==> src/rtl/munoc_link_buffer_pkg.sv <==
// Shared link-format constants for the munoc link buffer: network type codes,
// link widths derived from the phit width, and a clog2 helper.
package munoc_link_buffer_pkg;

  localparam int NOT_SELECTED     = 0;
  localparam int FORWARD_NETWORK  = 1;
  localparam int BACKWARD_NETWORK = 2;

  // Forward links carry valid + last + phit; backward links carry valid + phit.
  function automatic int bw_fni_link(input int bw_phit);
    return bw_phit + 2;
  endfunction

  function automatic int bw_bni_link(input int bw_phit);
    return bw_phit + 1;
  endfunction

  function automatic int link_width(input int network_type, input int bw_phit);
    return (network_type == FORWARD_NETWORK) ? bw_fni_link(bw_phit) : bw_bni_link(bw_phit);
  endfunction

  function automatic int clog2(input int value);
    int result;
    result = 0;
    while ((1 << result) < value) result++;
    return result;
  endfunction

endpackage

==> src/rtl/munoc_link_buffer_mem.sv <==
// DEPTH x W register array with one synchronous write port and one
// combinational read port.
module munoc_link_buffer_mem #(
  parameter int DEPTH   = 4,
  parameter int W       = 9,
  parameter int BW_ADDR = 2
) (
  input  logic               clk,
  input  logic               wr_en,
  input  logic [BW_ADDR-1:0] wr_addr,
  input  logic [W-1:0]       wr_data,
  input  logic [BW_ADDR-1:0] rd_addr,
  output logic [W-1:0]       rd_data
);

  logic [W-1:0] mem [DEPTH];

  // NOTE: the array has no reset; occupancy alone decides which entries are meaningful.
  always_ff @(posedge clk) begin
    if (wr_en) mem[wr_addr] <= wr_data;
  end

  assign rd_data = mem[rd_addr];

endmodule

==> src/rtl/munoc_link_buffer.sv <==
// In-order flit buffer in front of a router input port. Define
// MUNOC_LINK_BUFFER_BYPASS_EN for a zero-latency path when the buffer is empty.
module munoc_link_buffer
  import munoc_link_buffer_pkg::*;
#(
  parameter int NETWORK_TYPE = NOT_SELECTED,
  parameter int BW_PHIT      = 8,
  parameter int DEPTH        = 4,
  localparam int W           = link_width(NETWORK_TYPE, BW_PHIT),
  localparam int BW_PTR      = clog2(DEPTH),
  localparam int BW_OCC      = clog2(DEPTH) + 1
) (
  input  logic              clk,
  input  logic              rstnn,
  input  logic              clear,
  output logic              input_ready,
  input  logic [W-1:0]      input_port,
  input  logic              output_ready,
  output logic [W-1:0]      output_port,
  output logic [BW_OCC-1:0] occupancy
);

  logic [BW_PTR-1:0] wr_ptr;
  logic [BW_PTR-1:0] rd_ptr;
  logic [W-1:0]      rd_data;
  logic              head_valid;
  logic              bypass;
  logic              push;
  logic              pop;

  // Ready comes from registered state only, so a pop never frees a slot for the same cycle.
  assign input_ready = (occupancy != BW_OCC'(DEPTH)) & ~clear & rstnn;
  assign head_valid  = (occupancy != '0) & ~clear & rstnn;

`ifdef MUNOC_LINK_BUFFER_BYPASS_EN
  assign bypass = (occupancy == '0) & ~clear & rstnn & input_port[W-1] & output_ready;
`else
  assign bypass = 1'b0;
`endif

  assign push = input_port[W-1] & input_ready & ~bypass;
  assign pop  = head_valid & output_ready;

  // NOTE: every always_comb output gets a default first so no latch is inferred.
  always_comb begin
    output_port = '0;
    if (head_valid)  output_port = rd_data;
    else if (bypass) output_port = input_port;
  end

  munoc_link_buffer_mem #(
    .DEPTH   (DEPTH),
    .W       (W),
    .BW_ADDR (BW_PTR)
  ) u_mem (
    .clk     (clk),
    .wr_en   (push),
    .wr_addr (wr_ptr),
    .wr_data (input_port),
    .rd_addr (rd_ptr),
    .rd_data (rd_data)
  );

  // NOTE: sequential state uses non-blocking assignments so all registers update together.
  always_ff @(posedge clk) begin
    if (!rstnn || clear) begin
      wr_ptr    <= '0;
      rd_ptr    <= '0;
      occupancy <= '0;
    end else begin
      if (push) wr_ptr <= wr_ptr + 1'b1;
      if (pop)  rd_ptr <= rd_ptr + 1'b1;
      case ({push, pop})
        2'b10:   occupancy <= occupancy + 1'b1;
        2'b01:   occupancy <= occupancy - 1'b1;
        default: occupancy <= occupancy;
      endcase
    end
  end

endmodule
==> config.mk <==
export PLATFORM = sky130hd
export DESIGN_NAME = munoc_link_buffer
export DESIGN_NICKNAME = d
export VERILOG_FILES = /design/src/rtl/munoc_link_buffer_pkg.sv /design/src/rtl/munoc_link_buffer_mem.sv /design/src/rtl/munoc_link_buffer.sv
export SDC_FILE = /design/constraint.sdc
export NUM_CORES = 1
export LEC_CHECK = 0
export ABC_AREA = 1
export BUFFER_PORTS_ARGS = -buffer_cell sky130_fd_sc_hd__buf_2
export CAP_MARGIN = 20
export CORE_UTILIZATION = 30
export CTS_BUF_LIST = sky130_fd_sc_hd__clkbuf_8
export DETAILED_ROUTE_END_ITERATION = 8
export GPL_TIMING_DRIVEN = 0
export MAX_ROUTING_LAYER = met4
export PLACE_DENSITY_LB_ADDON = 0.05
export RECOVER_POWER = 50
export SYNTH_ARGS = -nofsm -noshare
export SYNTH_HDL_FRONTEND = slang
export SYNTH_SLANG_ARGS = --single-unit
==> constraint.sdc <==
create_clock -name clk -period 4.25 [get_ports clk]
set_clock_uncertainty 0.1 [all_clocks]
set_input_delay 0.6375 -clock clk [delete_from_list [all_inputs] [get_ports clk]]
set_output_delay 0.6375 -clock clk [all_outputs]
set_load 0.01 [all_outputs]
# Word-level counts from Yosys, hierarchy flattened
# Memories as Yosys holds them, arrays and structs flattened. A register that Yosys moved wholly into a read port is not among the register bits.
# Index checks and enable logic that the tools add are counted.
dict set report word_totals {
  output_inout_bits 13
  elab_cells 28
  input_bits 13
  n_memories 1
  register_bits 7
  ramBits 36
}
# name depth word_bits rd rd_clocked_by_memory_dff write_ports line
set memory_table {}
lappend memory_table {u_mem.mem 4 9 1 1 1 munoc_link_buffer_mem.sv:16} ;# logic [W-1:0] mem [DEPTH];
dict set report op_classes {
  muxes 6
  reduce_logical 4
  n_eq_ne 3
  bitwise_logic 7
  n_addsub 4
}
# cell n
set ops {}
lappend ops {{$mux W9} 1}
lappend ops {{$and A1 B1 Y1} 6}
lappend ops {{$pmux W3 S2} 1}
lappend ops {{$add A2 B1 Y2 const B} 2}
lappend ops {{$mux W2} 2}
lappend ops {{$add A3 B1 Y3 const B} 1}
lappend ops {{$ne A3 B3 Y1 const B} 1}
lappend ops {{$reduce_bool A3 Y1} 1}
lappend ops {{$sub A3 B1 Y3 const B} 1}
lappend ops {{$eq A2 B1 Y1 const B} 1}
lappend ops {{$eq A2 B2 Y1 const B} 1}
lappend ops {{$mux W1} 2}
lappend ops {{$reduce_bool A2 Y1} 1}
lappend ops {{$logic_not A1 Y1} 1}
lappend ops {{$logic_or A1 B1 Y1} 1}
lappend ops {{$not A1 Y1} 1}

# Logic depth before layout (Yosys ltp)
# Gate-level depths: netlist (run 1).
dict set report logic_depth {
  depth_word 6
  depth_mapped 14
  depth_no_buf 13
}

# Modules after synthesis
# A second synthesis (run 1) with hierarchy kept.
dict set report unflattened {
  hier_cells 227
  hier_area_um2 2132.0
}
# mod seq_area_each_um2 area_per_inst_um2 instances cells_each
set modules_own_cells {}
lappend modules_own_cells {munoc_link_buffer_mem 1081.0 1647.8 1 148}
lappend modules_own_cells {munoc_link_buffer 140.1 484.2 1 79}

# Least setup slack after synthesis (run 1)
# No wires, ideal clock.
dict set report synth_timing {
  path_kind {input to register}
  start {input port rstnn}
  end {register occupancy[2]}
  stages 14
  n_path_buf 1
  setup_ns 0.113
  t_required_ns 4.037
  slack_ns 2.084
  arrival_ns 1.953
  path_cell_list {inv_1 nor2_4 buf_4 nand3_1 inv_1 ha_1 inv_1 fa_1 inv_1 nand2_1 nand3_1 nand2_1 nand2_1 nor2_1}
}
dict set report synth_via {
  elab_chain_cells 4
  word_cells_on_any_way 10
  cone_classes {eq/ne: 2; mux: 1; bitwise: 4; reduce/logical: 3}
}
# element line
set synth_rtl {}
lappend synth_rtl {{start, declared} munoc_link_buffer.sv:14} ;# input logic rstnn,
lappend synth_rtl {{$and A1 B1 Y1 *} munoc_link_buffer.sv:33} ;# assign head_valid = (occupancy != '0) & ~clear & rstnn;
lappend synth_rtl {{$and A1 B1 Y1 *} munoc_link_buffer.sv:42} ;# assign pop = head_valid & output_ready;
lappend synth_rtl {{named net pop} munoc_link_buffer.sv:29} ;# logic pop;
lappend synth_rtl {{$eq A2 B1 Y1 or $eq A2 B2 Y1 (tied branches)} munoc_link_buffer.sv:73} ;# case ({push, pop})
lappend synth_rtl {{$pmux W3 S2 or $reduce_bool A2 Y1 (tied branches)} n/a}
lappend synth_rtl {{end signal, assigned} munoc_link_buffer.sv:74} ;# 2'b10: occupancy <= occupancy + 1'b1;
lappend synth_rtl {{end signal, assigned} munoc_link_buffer.sv:75} ;# 2'b01: occupancy <= occupancy - 1'b1;
lappend synth_rtl {{end signal, assigned} munoc_link_buffer.sv:76} ;# default: occupancy <= occupancy;
lappend synth_rtl {{end, declared} munoc_link_buffer.sv:20} ;# output logic [BW_OCC-1:0] occupancy
# The timed path passes the listed nets; every way through them passes the cells marked *.
# A chain may end at the register's enable or synchronous reset.

# Final worst setup path (run 1)
dict set report layout_timing {
  start {input port clear}
  end {output port output_port[7]}
}
dict set report layout_via {
  elab_chain_cells 4
}
# element line
set layout_rtl {}
lappend layout_rtl {{start, declared} munoc_link_buffer.sv:15} ;# input logic clear,
lappend layout_rtl {{$not A1 Y1} munoc_link_buffer.sv:33}
lappend layout_rtl {{$and A1 B1 Y1 (2 in series)} munoc_link_buffer.sv:33}
lappend layout_rtl {{$mux W9} munoc_link_buffer.sv:47} ;# if (head_valid) output_port = rd_data;
lappend layout_rtl {{end, declared} munoc_link_buffer.sv:19} ;# output logic [W-1:0] output_port,
# No other way between the ends.

==> metrics.md, run 1 <==
| Metric | Value |
|---|---|
| Yosys top cell by area | `edfxtp_1` |
| Total Wirelength | `4.07 mm` |
| Later-pin clock latency in the skew report | `0.30 ns` |
| Asr flop ratio synth | `0%` |
| Synth warnings | `0` |
| GP Congestion | `0.708` |
| Top-area cell type share of the netlist area | `55.9%` |
| Req. time, crit path | `3.51 ns` |
| Cts hold-fix bufs | `0` |
| Via count | `1277` |
| Initial DRC count | `60` |
| Detailed Place HPWL | `2.71 mm` |
| Final Instance Area | `2210 sq um` |
| Fmax | `0.375 GHz` |
| CP startpoint kind | `primary input` |
| Final setup viols | `0` |
| Filler-free cell count of the finished design | `286` |
| Clock period minus worst slack | `2.67 ns` |
| Crit path launch | `clear` |
| Hold Path Cell Cnt | `2` |
| Synth top area cells | `edfxtp_1 56%, dfxtp_1 9.3%, nor2_1 8.7%, inv_1 3.5%, a21oi_1 3.4%` |
| Cell Pwr Density | `346 nW/um^2` |
| Crit path max-delay family | `buffers and inverters` |
| Arr. time, crit path | `1.93 ns` |
| Slowest CP cell | `clkbuf_1` |
| Fraction of layout cells with a size suffix above 1 | `13.3%` |
| Grt total ovfl | `0` |
| Core Rows | `28` |
| Setup TNS | `0 ns` |
| Critical Path, Cell by Cell | `buf_2 -> nor2_1 -> clkbuf_1 -> nand2_2 -> a21oi_1 -> buf_2` |
| GR Util All Layers | `between 10 and 15%` |
| Largest stage delay on the critical path | `approximately 0.37 ns` |
| Die area | `6770 sq um` |
| Final nets | `229` |
| Static leakage | `0.842 nW` |
| Slew headroom | `about two fifths` |
| I/O pin cnt | `26` |
| Slew Viols, Final | `0` |
| CTS tree | `done` |
| Crit Path Category | `in2out` |
| Antenna Diode Count | `0` |
| CTS resizes | `0` |
| Die X | `around 82 um` |
| CTS Buf Count | `5` |
| Post-Synthesis Cells | `approximately 180` |
| R2R cell count | `11` |
| Highest net fanout along the worst path | `10` |
| Clock slew at reported path FFs | `0.08 ns` |
| Top-count cell post-synth | `nor2_1` |
| Vias in the first global route | `approximately 1300` |
| Mapped cell area | `1930 sq um` |
| Worst-case clock buffer depth | `2` |
| Fin crit share | `around 63%` |
| Global-route wire length before repair | `6.53 mm` |
| Seq/Total Area, Yosys | `between 60% and 70%` |
| WP buf/inv | `3` |
| Routed length per placed instance | `14.2 um` |
| Synthesis-to-finish area growth | `14.2%` |
| Status | `complete, no violations` |
| Largest net degree at the start of global routing | `15` |
| Vias per cell | `4.47` |
| EDFF count, synth | `36` |
| Initial antenna violation count | `0` |
| Clk sinks | `45` |
| Hold wc startpoint | `rd_ptr[0]$_SDFFE_PP0P_` |
| Main flop type after synthesis | `edfxtp_1` |
| Hold Violations, Final | `0` |
| Worst hold slack | `0.379 ns` |
| Critical Path End Type | `output pin` |
| Most frequent CP cell | `buf_2` |
| Flops & latches, synth | `45` |
| Synth top cells by count | `45 x nor2_1, 36 x edfxtp_1, 18 x inv_1, 14 x nand2_1, 13 x a21oi_1` |
| Fill cells | `631` |
| Finished Core Util | `36.4%` |
| Worst min path class | `reg2reg` |
| Syn Area/Cell | `about 11 sq um` |
| Mapped Nets | `197` |
| Worst-margin pin slew | `0.901 ns` |
| Postcts setup bufs | `0` |
| Total core area | `slightly above 6000 sq um` |
| Dpl cell area | `2150 sq um` |
| Initial Util | `31.9%` |
| Clk root buf | `clkbuf_8` |
| Max cap viols | `0` |
| Placed insts | `278` |
| Htree depth | `2` |
| Die Height | `between 80 and 90 um` |
| RSZ-0062 raised after global routing | `no` |
| Worst path depth | `6` |
| Antenna viol nets, final | `0` |
| Number of remaining DRC errors | `0` |
| First-pass DRT Iterations | `4` |
| VDD IR-drop max | `approximately 0.15 mV` |
| Netlist cell types | `21` |
| Input/output buffers | `25` |
| RR Startpoint | `occupancy[1]$_SDFFE_PP0P_` |
## registers in the layout, summed over array words and instances, names as in the netlist, named ones only
signal     count
occupancy      3
rd_ptr         2
u_mem.mem     36
wr_ptr         2
## power breakdown
part	internal (W)	switching, W
clock network	0.000114	0.000144
registers	0.000479	0.00000146
logic	0.00000862	0.0000184
total	0.000601	0.000164
## kinds of logic after synthesis
kind of cell,count (synthesis),synth area share (%)
buffers and inverters,25,7.05
AOI/OAI and AO/OA,33,8.54
and+or+nand+nor,69,14.9
adders and majority gates,6,4.27
DFF,45,65.2
## path summary, 6_finish.rpt
path                               end  slack [ns]
max                     output_port[7]        1.58
min             rd_ptr[0]$_SDFFE_PP0P_        0.38
max reg2reg  occupancy[2]$_SDFFE_PP0P_        2.15
min reg2reg     rd_ptr[0]$_SDFFE_PP0P_        0.38
## through the flow
step                      setup slack (ns)  power, W
final                                 1.58  0.000765
after CTS                             1.89  0.000774
after global routing                  1.38  0.000791
after detailed placement              1.80  0.000521
after floorplan                       2.08  0.000505
after global placement                1.88  0.000519
## routing by layer
| layer | wire length [um] | track usage, % | vias up | share of wire (%) |
|---|---|---|---|---|
| met5 | 0 | - | - | 0 |
| met4 | 55 | 5.26 | 0 | 1.4 |
| met3 | 151 | 2.97 | 4 | 3.7 |
| met2 | 1960 | 24.5 | 28 | 48 |
| met1 | 1910 | 16.3 | 589 | 47 |
| li1 | - | - | 656 | - |
## cell usage in the layout (no fill, tap or decap), drive strengths merged
master	netlist	final
nand4	1	1
o21ai	20	20
buf	5	17
and2	1	1
nand2	15	15
fa	1	1
edfxtp	36	36
nand3	5	5
inv	20	20
clkbuf	0	18
a21oi	13	13
clkinv	0	3
nor2	47	47
dfxtp	9	9
ha	5	5
## final cells by class
class                           count  area (sq um)  area share, %
Tap cell                           75          93.8           4.25
Clock inverter                      3          17.5          0.794
Multi-Input combinational cell    108           523           23.7
Inverter                           20          75.1           3.40
Timing Repair Buffer               25           110           4.99
Buffer                              5          57.6           2.61
Clock buffer                        5          68.8           3.12
Sequential cell                    45          1260           57.1
## worst min-delay path, delay by kind of cell (launching register included)
kind	cells	cell delay (ns)
flops	1	0.32
compound gates	1	0.06
buf+inv	1	0.06
Note: power is estimated with default switching activity, not from simulation.
==> run 2: changes to the inputs <==
ABC_AREA = 0   (was 1)
clock period = 2.4 ns   (was 4.25 ns; I/O delays follow)
==> metrics.md, run 2 <==
| Metric | Value |
|---|---|
| Most common cell after layout, fill and taps aside | `edfxtp_1` |
| Total core area | `5960 sq um` |
| Crit Path Category | `reg2reg` |
| Input/output buffers | `25` |
| Critical Path, Cell by Cell | `nor3b_4 -> nor3b_4 -> inv_1 -> ha_1 -> inv_1 -> fa_1 -> xor2_1 -> or3_1 -> a21oi_1` |
| Slew headroom | `59.1%` |
| Clk pwr share | `37.2%` |
| Top-count cell post-synth | `edfxtp_1` |
| Mapped Nets | `~130` |
| Commonest cells after routing, fill and taps aside | `36 x edfxtp_1, 16 x buf_2, 10 x clkbuf_1` |
| Largest stage delay on the critical path | `roughly 0.41 ns` |
| Die Height | `80.9 um` |
| Worst-margin pin slew | `0.614 ns` |
| Antenna viol nets, final | `0` |
| Critical R2R Capture | `occupancy[2]$_SDFFE_PP0P_` |
| CP startpoint kind | `flop` |
| Fill cells | `602` |
| Number of flip-flops in the largest register | `36` |
| Sw frac | `18.4%` |
| Status | `complete, no violations` |
| Xor/xnor cell area share of the yosys netlist | `roughly 1.9%` |
| Finished Core Util | `between 30% and 40%` |
| Cts hold-fix bufs | `0` |
| CTS Buf Count | `5` |
| Synthesis-to-finish area growth | `17.6%` |
| Sw power | `0.000265 W` |
| Clock slew at reported path FFs | `around 0.08 ns` |
| Worst-case clock buffer depth | `2` |
| Part of the power in registers | `~59%` |
| VDD IR-drop max | `0.201 mV` |
| Synth warnings | `0` |
| Seq/Total Area, Yosys | `approximately two thirds` |
| Synth top area cells | `edfxtp_1 58%, mux4_2 11%, dfxtp_1 9.7%, ha_1 3.4%, nor2b_1 3.0%` |
| Detailed Place HPWL | `around 2.1 mm` |
| Initial Util | `31.3%` |
| Max cap viols | `0` |
| Hold Violations, Final | `0` |
| Slew Viols, Final | `0` |
| Req. time, crit path | `2.52 ns` |
| Initial DRC count | `27` |
| Total Wirelength | `3.13 mm` |
| Highest net fanout along the worst path | `7` |
| Setup TNS | `0 ns` |
| Combinational share of power | `3.4%` |
| First-pass DRT Iterations | `3` |
| Yosys top cell by area | `edfxtp_1` |
| Dpl cell area | `2090 sq um` |
| Postcts setup bufs | `0` |
| Final setup viols | `0` |
| Flops & latches, synth | `45` |
| Worst min path class | `in2reg` |
| Clk root buf | `clkbuf_8` |
| Cell Pwr Density | `656 nW/um^2` |
| Fin crit share | `94.8%` |
| RR Startpoint | `occupancy[0]$_SDFFE_PP0P_` |
| Htree depth | `2` |
| Core Rows | `28` |
| Initial antenna violation count | `0` |
| Int Pwr | `0.00117 W` |
| End of the critical path | `occupancy[2]$_SDFFE_PP0P_` |
| Biggest regs | `u_mem.mem (36), occupancy (3)` |
| Clk sinks | `45` |
| Vias per cell | `~4.5` |
| Die area | `6540 sq um` |
| Later-pin clock latency in the skew report | `0.29 ns` |
| Flop-to-flop setup slack | `0.13 ns` |
| Critical Path End Type | `flop` |
| Power, Total | `0.00144 W` |
| Global-route wire length before repair | `slightly below 5 mm` |
| Antenna Diode Count | `0` |
| Area fraction in compound gates after synthesis | `2.35%` |
| Fmax | `between 0.4 and 0.5 GHz` |
| Final nets | `160` |
| Post-Synthesis Cells | `109` |
| Largest net degree at the start of global routing | `14` |
| CTS resizes | `0` |
| I/O pin cnt | `26` |
| Top-area cell type share of the netlist area | `~58%` |
| Clock period minus worst slack | `2.27 ns` |
| Syn Area/Cell | `~17 sq um` |
| Register area | `approximately 1300 sq um` |
| EDFF count, synth | `36` |
| Number of remaining DRC errors | `0` |
| Post-synthesis simple-gate area fraction | `9.38%` |
| Worst path depth | `9` |
| CTS tree | `done` |
| Mux share of post-synthesis cell area | `12.2%` |
| Footprint of the multi-input gates | `a little under 600 sq um` |
| Fraction of layout cells with a size suffix above 1 | `a little under a third` |
| Asr flop ratio synth | `0%` |
| R2R cell count | `9` |
| Main flop type after synthesis | `edfxtp_1` |
| Grt total ovfl | `0` |
| Mapped cell area | `1870 sq um` |
| GP Congestion | `0.663` |
| Slowest CP cell | `dfxtp_1` |
| WP buf/inv | `2` |
| Vias in the first global route | `942` |
| Arr. time, crit path | `2.40 ns` |
| Crit path max-delay family | `simple AND/OR/NAND/NOR gates` |
| Final Instance Area | `2190 sq um` |
| Routed length per placed instance | `between 10 and 15 um` |
| Crit path launch | `occupancy[0]$_SDFFE_PP0P_` |
| Die X | `80.9 um` |
| Largest reg by FF count | `u_mem.mem` |
| Largest family of logic cells by synthesized area | `multiplexers` |
| Synth Area in Adders | `4.42%` |
| Static leakage | `around 0.74 nW` |
| Synth top cells by count | `36 x edfxtp_1, 9 x dfxtp_1, 9 x mux4_2, 9 x nor2_1, 9 x nor2b_1` |
| Netlist cell types | `25` |
| GR Util All Layers | `11.0%` |
| Via count | `969` |
==> run 2: kinds of logic after synthesis <==
group / Yosys count
flops: 45
simple gates: 28
mux: 11
buf+inv: 9
compound gates: 6
fa+ha+maj: 6
xor+xnor: 4
==> run 2: per-stage QoR <==
step           hold WS [ns]  setup slack [ns]  std cells
2_1_floorplan         0.359             0.206        109
3_3_place_gp          0.407            0.0855        209
3_5_place_dp          0.420            0.0463        209
4_1_cts               0.172            0.0429        216
5_1_grt               0.219           -0.0141        216
6_report              0.226             0.125        216
==> run 2: worst min path at each step <==
stage | start | endpoint | cells after the start
floorplan | input_port[0] | u_mem.mem[0][0]$_DFFE_PP_ | 0
global placement | wr_ptr[0]$_SDFFE_PP0P_ | wr_ptr[0]$_SDFFE_PP0P_ | 1
detailed placement | rd_ptr[0]$_SDFFE_PP0P_ | rd_ptr[0]$_SDFFE_PP0P_ | 2
CTS | input_port[0] | u_mem.mem[1][0]$_DFFE_PP_ | 1
global route | input_port[4] | u_mem.mem[3][4]$_DFFE_PP_ | 1
finish | input_port[2] | u_mem.mem[0][2]$_DFFE_PP_ | 1
==> run 2: power by group through the flow <==
stage	sequential, W	clock, W	combinational (W)
6_report	0.000854	0.000536	0.0000492
5_1_grt	0.000855	0.000592	0.0000552
4_1_cts	0.000854	0.000561	0.0000524
3_5_place_dp	0.000872	0	0.0000521
3_3_place_gp	0.000871	0	0.0000503
2_1_floorplan	0.000871	0	0.0000278
==> run 2: area by class of cell <==
cell class | count | share of cell area (%)
inverters | 6 | 1.03
plain buffers | 3 | 0.855
flip-flops and latches | 45 | 57.5
well taps | 75 | 4.28
multi-input cells | 55 | 26.4
clock inverters | 2 | 1.60
repair buffers | 25 | 5.19
clock buffers | 5 | 3.14
==> run 2: layer usage <==
metal / global-route usage, % / up-vias / routed length, um
met5: - / - / 0
met4: 4.29 / 0 / 48
met3: 3.93 / 5 / 138
met2: 17.9 / 21 / 1600
met1: 12.3 / 480 / 1340
li1: - / 463 / -
